==> config.mk <==
export PLATFORM = sky130hd
export DESIGN_NAME = parking_entry_ctrl
export DESIGN_NICKNAME = d
export VERILOG_FILES = /design/src/rtl/parking_pkg.sv /design/src/rtl/parking_occupancy.sv /design/src/rtl/parking_entry_ctrl.sv
export SDC_FILE = /design/constraint.sdc
export NUM_CORES = 1
export LEC_CHECK = 0
export BUFFER_PORTS_ARGS = -buffer_cell sky130_fd_sc_hd__buf_4
export CAP_MARGIN = 15
export CORE_ASPECT_RATIO = 1.2
export CORE_MARGIN = 3
export CORE_UTILIZATION = 53
export CTS_CLUSTER_DIAMETER = 30
export CTS_CLUSTER_SIZE = 16
export DETAILED_ROUTE_END_ITERATION = 12
export GPL_TIMING_DRIVEN = 0
export PLACE_DENSITY = 0.75
export SETUP_SLACK_MARGIN = 0.1
export SYNTH_ARGS = -nofsm -noshare
export SYNTH_HDL_FRONTEND = slang
export SYNTH_SLANG_ARGS = --single-unit
==> constraint.sdc <==
create_clock -name clk -period 7.19 [get_ports clk]
set_input_delay 1.438 -clock clk [delete_from_list [all_inputs] [get_ports clk]]
set_output_delay 1.438 -clock clk [all_outputs]
set_load 0.005 [all_outputs]
==> src/rtl/parking_pkg.sv <==
// Shared types and constants for the parking lot entry barrier controller.
package parking_pkg;

   typedef enum logic [1:0] {
      IDLE   = 2'd0,
      CHECK  = 2'd1,
      OPEN   = 2'd2,
      LOCKED = 2'd3
   } state_t;

   localparam logic [31:0] PSD_KEY_DEFAULT = 32'd1359;
   localparam int unsigned COUNT_W = 8;

endpackage

==> src/rtl/parking_occupancy.sv <==
// Saturating occupancy counter; simultaneous entry and exit cancel out.
module parking_occupancy
   import parking_pkg::*;
#(
   parameter int unsigned CAPACITY = 8
) (
   input  logic               clk,
   input  logic               rst,
   input  logic               inc,
   input  logic               dec,
   output logic [COUNT_W-1:0] count,
   output logic               full
);

   localparam logic [COUNT_W-1:0] CAP = COUNT_W'(CAPACITY);
   localparam logic [COUNT_W-1:0] ONE = COUNT_W'(1);

   logic [COUNT_W-1:0] count_d;

   always_comb begin
      count_d = count;
      if (inc && !dec && count != CAP)
         count_d = count + ONE;
      else if (dec && !inc && count != '0)
         count_d = count - ONE;
   end

   // full tracks the next-state count so it lines up with count
   always_ff @(posedge clk) begin
      if (rst) begin
         count <= '0;
         full  <= 1'b0;
      end else begin
         count <= count_d;
         full  <= (count_d == CAP);
      end
   end

endmodule

==> src/rtl/parking_entry_ctrl.sv <==
// Entry barrier sequencer: passcode check with lockout, gate timing and occupancy.
//  state  | meaning
//  IDLE   | barrier closed, waiting for a car at the front sensor
//  CHECK  | car present, waiting for a passcode
//  OPEN   | barrier open, waiting for back sensor or timeout
//  LOCKED | too many wrong passcodes, keypad ignored
module parking_entry_ctrl
   import parking_pkg::*;
#(
   parameter int unsigned CAPACITY     = 8,
   parameter logic [31:0] PSD_KEY      = PSD_KEY_DEFAULT,
   parameter int unsigned MAX_TRIES    = 3,
   parameter int unsigned LOCK_CYCLES  = 16,
   parameter int unsigned GATE_TIMEOUT = 32
) (
   input  logic               clk,
   input  logic               rst,
   input  logic               f_sen,
   input  logic               b_sen,
   input  logic [31:0]        psd,
   input  logic               psd_valid,
   input  logic               exit_pulse,
   output logic               gate,
   output logic               err,
   output logic               lock,
   output logic               timeout,
   output logic               full,
   output logic [COUNT_W-1:0] count
);

   localparam logic [7:0]  TRIES_MAX = 8'(MAX_TRIES);
   localparam logic [31:0] OPEN_LAST = 32'(GATE_TIMEOUT - 1);
   localparam logic [31:0] LOCK_LAST = 32'(LOCK_CYCLES - 1);

   state_t      state_q, state_d;
   logic [7:0]  tries_q, tries_d;
   logic [31:0] timer_q, timer_d;
   logic        err_d, timeout_d, inc;

   always_comb begin
      state_d   = state_q;
      tries_d   = tries_q;
      timer_d   = timer_q;
      err_d     = 1'b0;
      timeout_d = 1'b0;
      inc       = 1'b0;
      case (state_q)
         IDLE: begin
            if (f_sen && !full) begin
               state_d = CHECK;
               tries_d = '0;
            end
         end
         CHECK: begin
            // a departing car wins over a keypad strobe in the same cycle
            if (!f_sen) begin
               state_d = IDLE;
               tries_d = '0;
            end else if (psd_valid) begin
               if (psd == PSD_KEY) begin
                  state_d = OPEN;
                  timer_d = '0;
               end else begin
                  err_d   = 1'b1;
                  tries_d = tries_q + 8'd1;
                  if (tries_d == TRIES_MAX) begin
                     state_d = LOCKED;
                     timer_d = '0;
                  end
               end
            end
         end
         OPEN: begin
            if (b_sen) begin
               state_d = IDLE;
               inc     = 1'b1;
            end else if (timer_q == OPEN_LAST) begin
               state_d   = IDLE;
               timeout_d = 1'b1;
            end else begin
               timer_d = timer_q + 32'd1;
            end
         end
         LOCKED: begin
            if (timer_q == LOCK_LAST) begin
               state_d = IDLE;
               tries_d = '0;
            end else begin
               timer_d = timer_q + 32'd1;
            end
         end
         default: state_d = IDLE;
      endcase
   end

   always_ff @(posedge clk) begin
      if (rst) begin
         state_q <= IDLE;
         tries_q <= '0;
         timer_q <= '0;
         gate    <= 1'b0;
         err     <= 1'b0;
         lock    <= 1'b0;
         timeout <= 1'b0;
      end else begin
         state_q <= state_d;
         tries_q <= tries_d;
         timer_q <= timer_d;
         gate    <= (state_d == OPEN);
         err     <= err_d;
         lock    <= (state_d == LOCKED);
         timeout <= timeout_d;
      end
   end

   parking_occupancy #(
      .CAPACITY (CAPACITY)
   ) u_occupancy (
      .clk   (clk),
      .rst   (rst),
      .inc   (inc),
      .dec   (exit_pulse),
      .count (count),
      .full  (full)
   );

endmodule
==> results.md <==
- WHS Path Cells: 2
- Pwr Total: 0.7672 mW
- Clock Path Buffers: 2
- Post-synthesis sequential area ratio: 0.3280
- Setup violations, final: 0
- Top FF cell, synth: dfxtp_1
- Fillers: 555
- Worst-path cell chain: buf_4, nor4_1, nand4_1, nor2_2, a2111oi_4, buf_6, buf_6, buf_4, o41ai_1, a21oi_1
- Post-CTS setup buffer count: 0
- Max-Cap Viols: 0
- Final Hold Viols: 0
- Worst path buffer plus inverter count: 4
- WL final: 9.029 mm
- TritonCTS clock tree: done
- Global route overflow: 0
- Post-synth ARST share: 0
- # IOs: 51
- Worst hold path type: flop to flop
- Crit-path leading delay family: simple AND/OR/NAND/NOR gates
- Critical path class: primary input to flop
- Largest area contributor in the netlist: dfxtp_1
- Tmin final: 3255 ps
- Post-layout net count: 510
- Critical Path RT: 7370 ps
- Placed Cells: 541
- CP endpoint kind: flop
- Crit-path slowest cell: o41ai_1
- Die Y: 93.18 µm
- Final RePlAce weighted congestion: 0.9335
- Synth warn: 0
- Remaining antenna violation count: 0
- Synthesis-stage register bit count: 55
- Total track usage: 0.2510
- Area grow syn2layout: 16.88%
- Mapped Area: 3357 µm²
- Clock transition at path regs: 100 ps
- Critical R2R Launch: timer_q[0]$_SDFFE_PP0P_
- Post-synth cell types: 66
- Via count: 3530
- Slew Limit Headroom: 0.5536
- H-tree Lvls: 2
- R2r worst-path depth: 10
- Die ar.: 7329 µm²
- Maximum vdd drop: 0.0001124 V
- Placement Cell Area: 3835 µm²
- Core Region: 6090 µm²
- Crit-path max cell delay: 350 ps
- CTS Root Cell: clkbuf_8
- Most frequent cells after synthesis: dfxtp_1, a21oi_1, nand2_1
- Power per Cell Area: 195.5 nW/µm²
- Top cell type's share of synthesized area: 0.3280
- Status: complete, no violations
- Syn Area/Cell: 8.208 µm²
- Post-route cell area: 3924 µm²
- Gate Count Post-Synth: 409
- Post-synth EDFFs: 0
- F_max: 307.2 MHz
- Final HPWL DP: 6.612 mm
- WP data arrival: 3430 ps
- Leak: 1.309 nW
- Final worst setup slack: 3935 ps
- Drt pass-1 iters: 6
- Worst clock skew: 6.433 ps
- CP Launch Type: primary input
- Fin cells: 549
- Post-CTS Resized: 0
- Cts hold-fix bufs: 0
- Clk_lat worst skew: 310 ps
- Reg2reg setup slack: 4350 ps
- Drt drc: 0
- Area contributors post-synth: dfxtp_1, a21oi_1, or4_1
- Vias/cell: 6.430
- Hold path startpoint: timer_q[31]$_SDFFE_PP0P_
- CP max FO: 10
- Number of DRC markers in iteration 0: 212
- Syn nets: 453
- # clock sinks: 55
- First-pass GRT wire length: 15.11 mm
- Most common cell in the netlist: dfxtp_1
- Final count of pins violating max slew: 0
- Diodes inserted: 0
- Antenna violations before repair: 0
- FP Rows: 31
- Worst-Margin Slew: 665.1 ps
- Largest net degree at the start of global routing: 18
- Dpl ws: 3639 ps
- Min-Delay Endpoint: timer_q[31]$_SDFFE_PP0P_
- CTS Buf Count: 5
- Starting Density: 0.5513
- Share of layout cells above drive strength 1: 0.1799
- R2R Path End: timer_q[25]$_SDFFE_PP0P_
- Die width: 78.65 µm
- Final period utilization: 0.4528
- RSZ-0062 raised after global routing: false
- Input/output buffers: 50
- Setup TNS: 0 ps
- Vias in the first global route: 3306
- Drt wl/cell: 16.45 µm
power by group:
part           switching, mW  total [mW]  internal [mW]
clock network          0.104       0.172         0.0681
logic                  0.123       0.240          0.116
registers             0.0318       0.355          0.323
logic make-up (layout without fill, tap and decap cells):
family                   Yosys count  count (layout)  share of synthesized area
buffers and inverters             42             100                    0.06299
AO/OA/AOI/OAI                    114             114                     0.2333
multiplexers                       3               3                   0.009318
flip-flops                        55              55                     0.3280
XOR/XNOR                           6               6                    0.01566
adder cells (fa/ha/maj)            6               6                    0.02236
AND/OR/NAND/NOR                  183             183                     0.3284
sequential cells by signal, summed over array words and instances (netlist names):
signal,cells
gate,1
u_occupancy.full,1
u_occupancy.count,8
tries_q,8
timeout,1
lock,1
err,1
state_q,2
timer_q,32
stage by stage:
stage | utilization | hold slack [ps]
detailed placement | 0.6298 | 494.4
CTS | 0.6443 | 508.4
floorplan | - | 464.4
global route | 0.6443 | 537.3
finish | 0.6443 | 513.6
global placement | 0.6298 | 482.1
worst register-to-register path: stages (launching register included):
cell and delay (ps):
dfxtp_1 390, ha_1 200, and3_1 160, buf_4 180, nand4_1 120, o31ai_1 430, buf_2 280, buf_2 250
clkbuf_1 450, o41ai_1 150, a21oi_1 160
cell type report:
cell class,instances,area [µm²],area share
Clock inverter,3,20.02,0.005102
Buffer,29,162.7,0.04145
Sequential cell,55,1101,0.2806
Multi-Input combinational cell,312,2044,0.5210
Timing Repair Buffer,50,375.4,0.09566
Clock buffer,5,68.82,0.01754
Tap cell,82,102.6,0.02615
Inverter,13,48.80,0.01244
layer usage:
metal / part of all wire / up-vias / routed length, µm / track usage
met5: 0 / - / 0 / 0
met4: 0.013 / 0 / 119 / 0.07726
met3: 0.046 / 22 / 413 / 0.03179
met2: 0.51 / 105 / 4639 / 0.4490
met1: 0.43 / 1673 / 3856 / 0.3111
li1: - / 1730 / - / -
worst max-delay path by stage:
stage / start / to / slack [ps] / cells after the start
final: psd[16] / timer_q[25]$_SDFFE_PP0P_ / 3930 / 10
after global routing: psd[24] / timer_q[16]$_SDFFE_PP0P_ / 3750 / 8
after CTS: psd[24] / timer_q[25]$_SDFFE_PP0P_ / 3940 / 8
after detailed placement: psd[24] / timer_q[25]$_SDFFE_PP0P_ / 3640 / 8
after global placement: psd[16] / timer_q[25]$_SDFFE_PP0P_ / 3680 / 10
after floorplan: psd[13] / timer_q[18]$_SDFFE_PP0P_ / 4070 / 9
layout by cell type (no fill, tap or decap), drive strengths merged, types with 6 or more instances in the layout:
cell | Yosys | layout
clkbuf | 13 | 18
dfxtp | 55 | 55
nand4 | 18 | 18
nand3 | 17 | 17
ha | 6 | 6
and3 | 7 | 7
or3 | 13 | 13
a311oi | 7 | 7
inv | 13 | 13
nor4 | 20 | 20
a21oi | 42 | 42
buf | 16 | 66
or4 | 23 | 23
o31ai | 21 | 21
nor3 | 7 | 7
o21ai | 13 | 13
nand2 | 24 | 24
nor2 | 23 | 23
(Power assumes the default switching activity.)
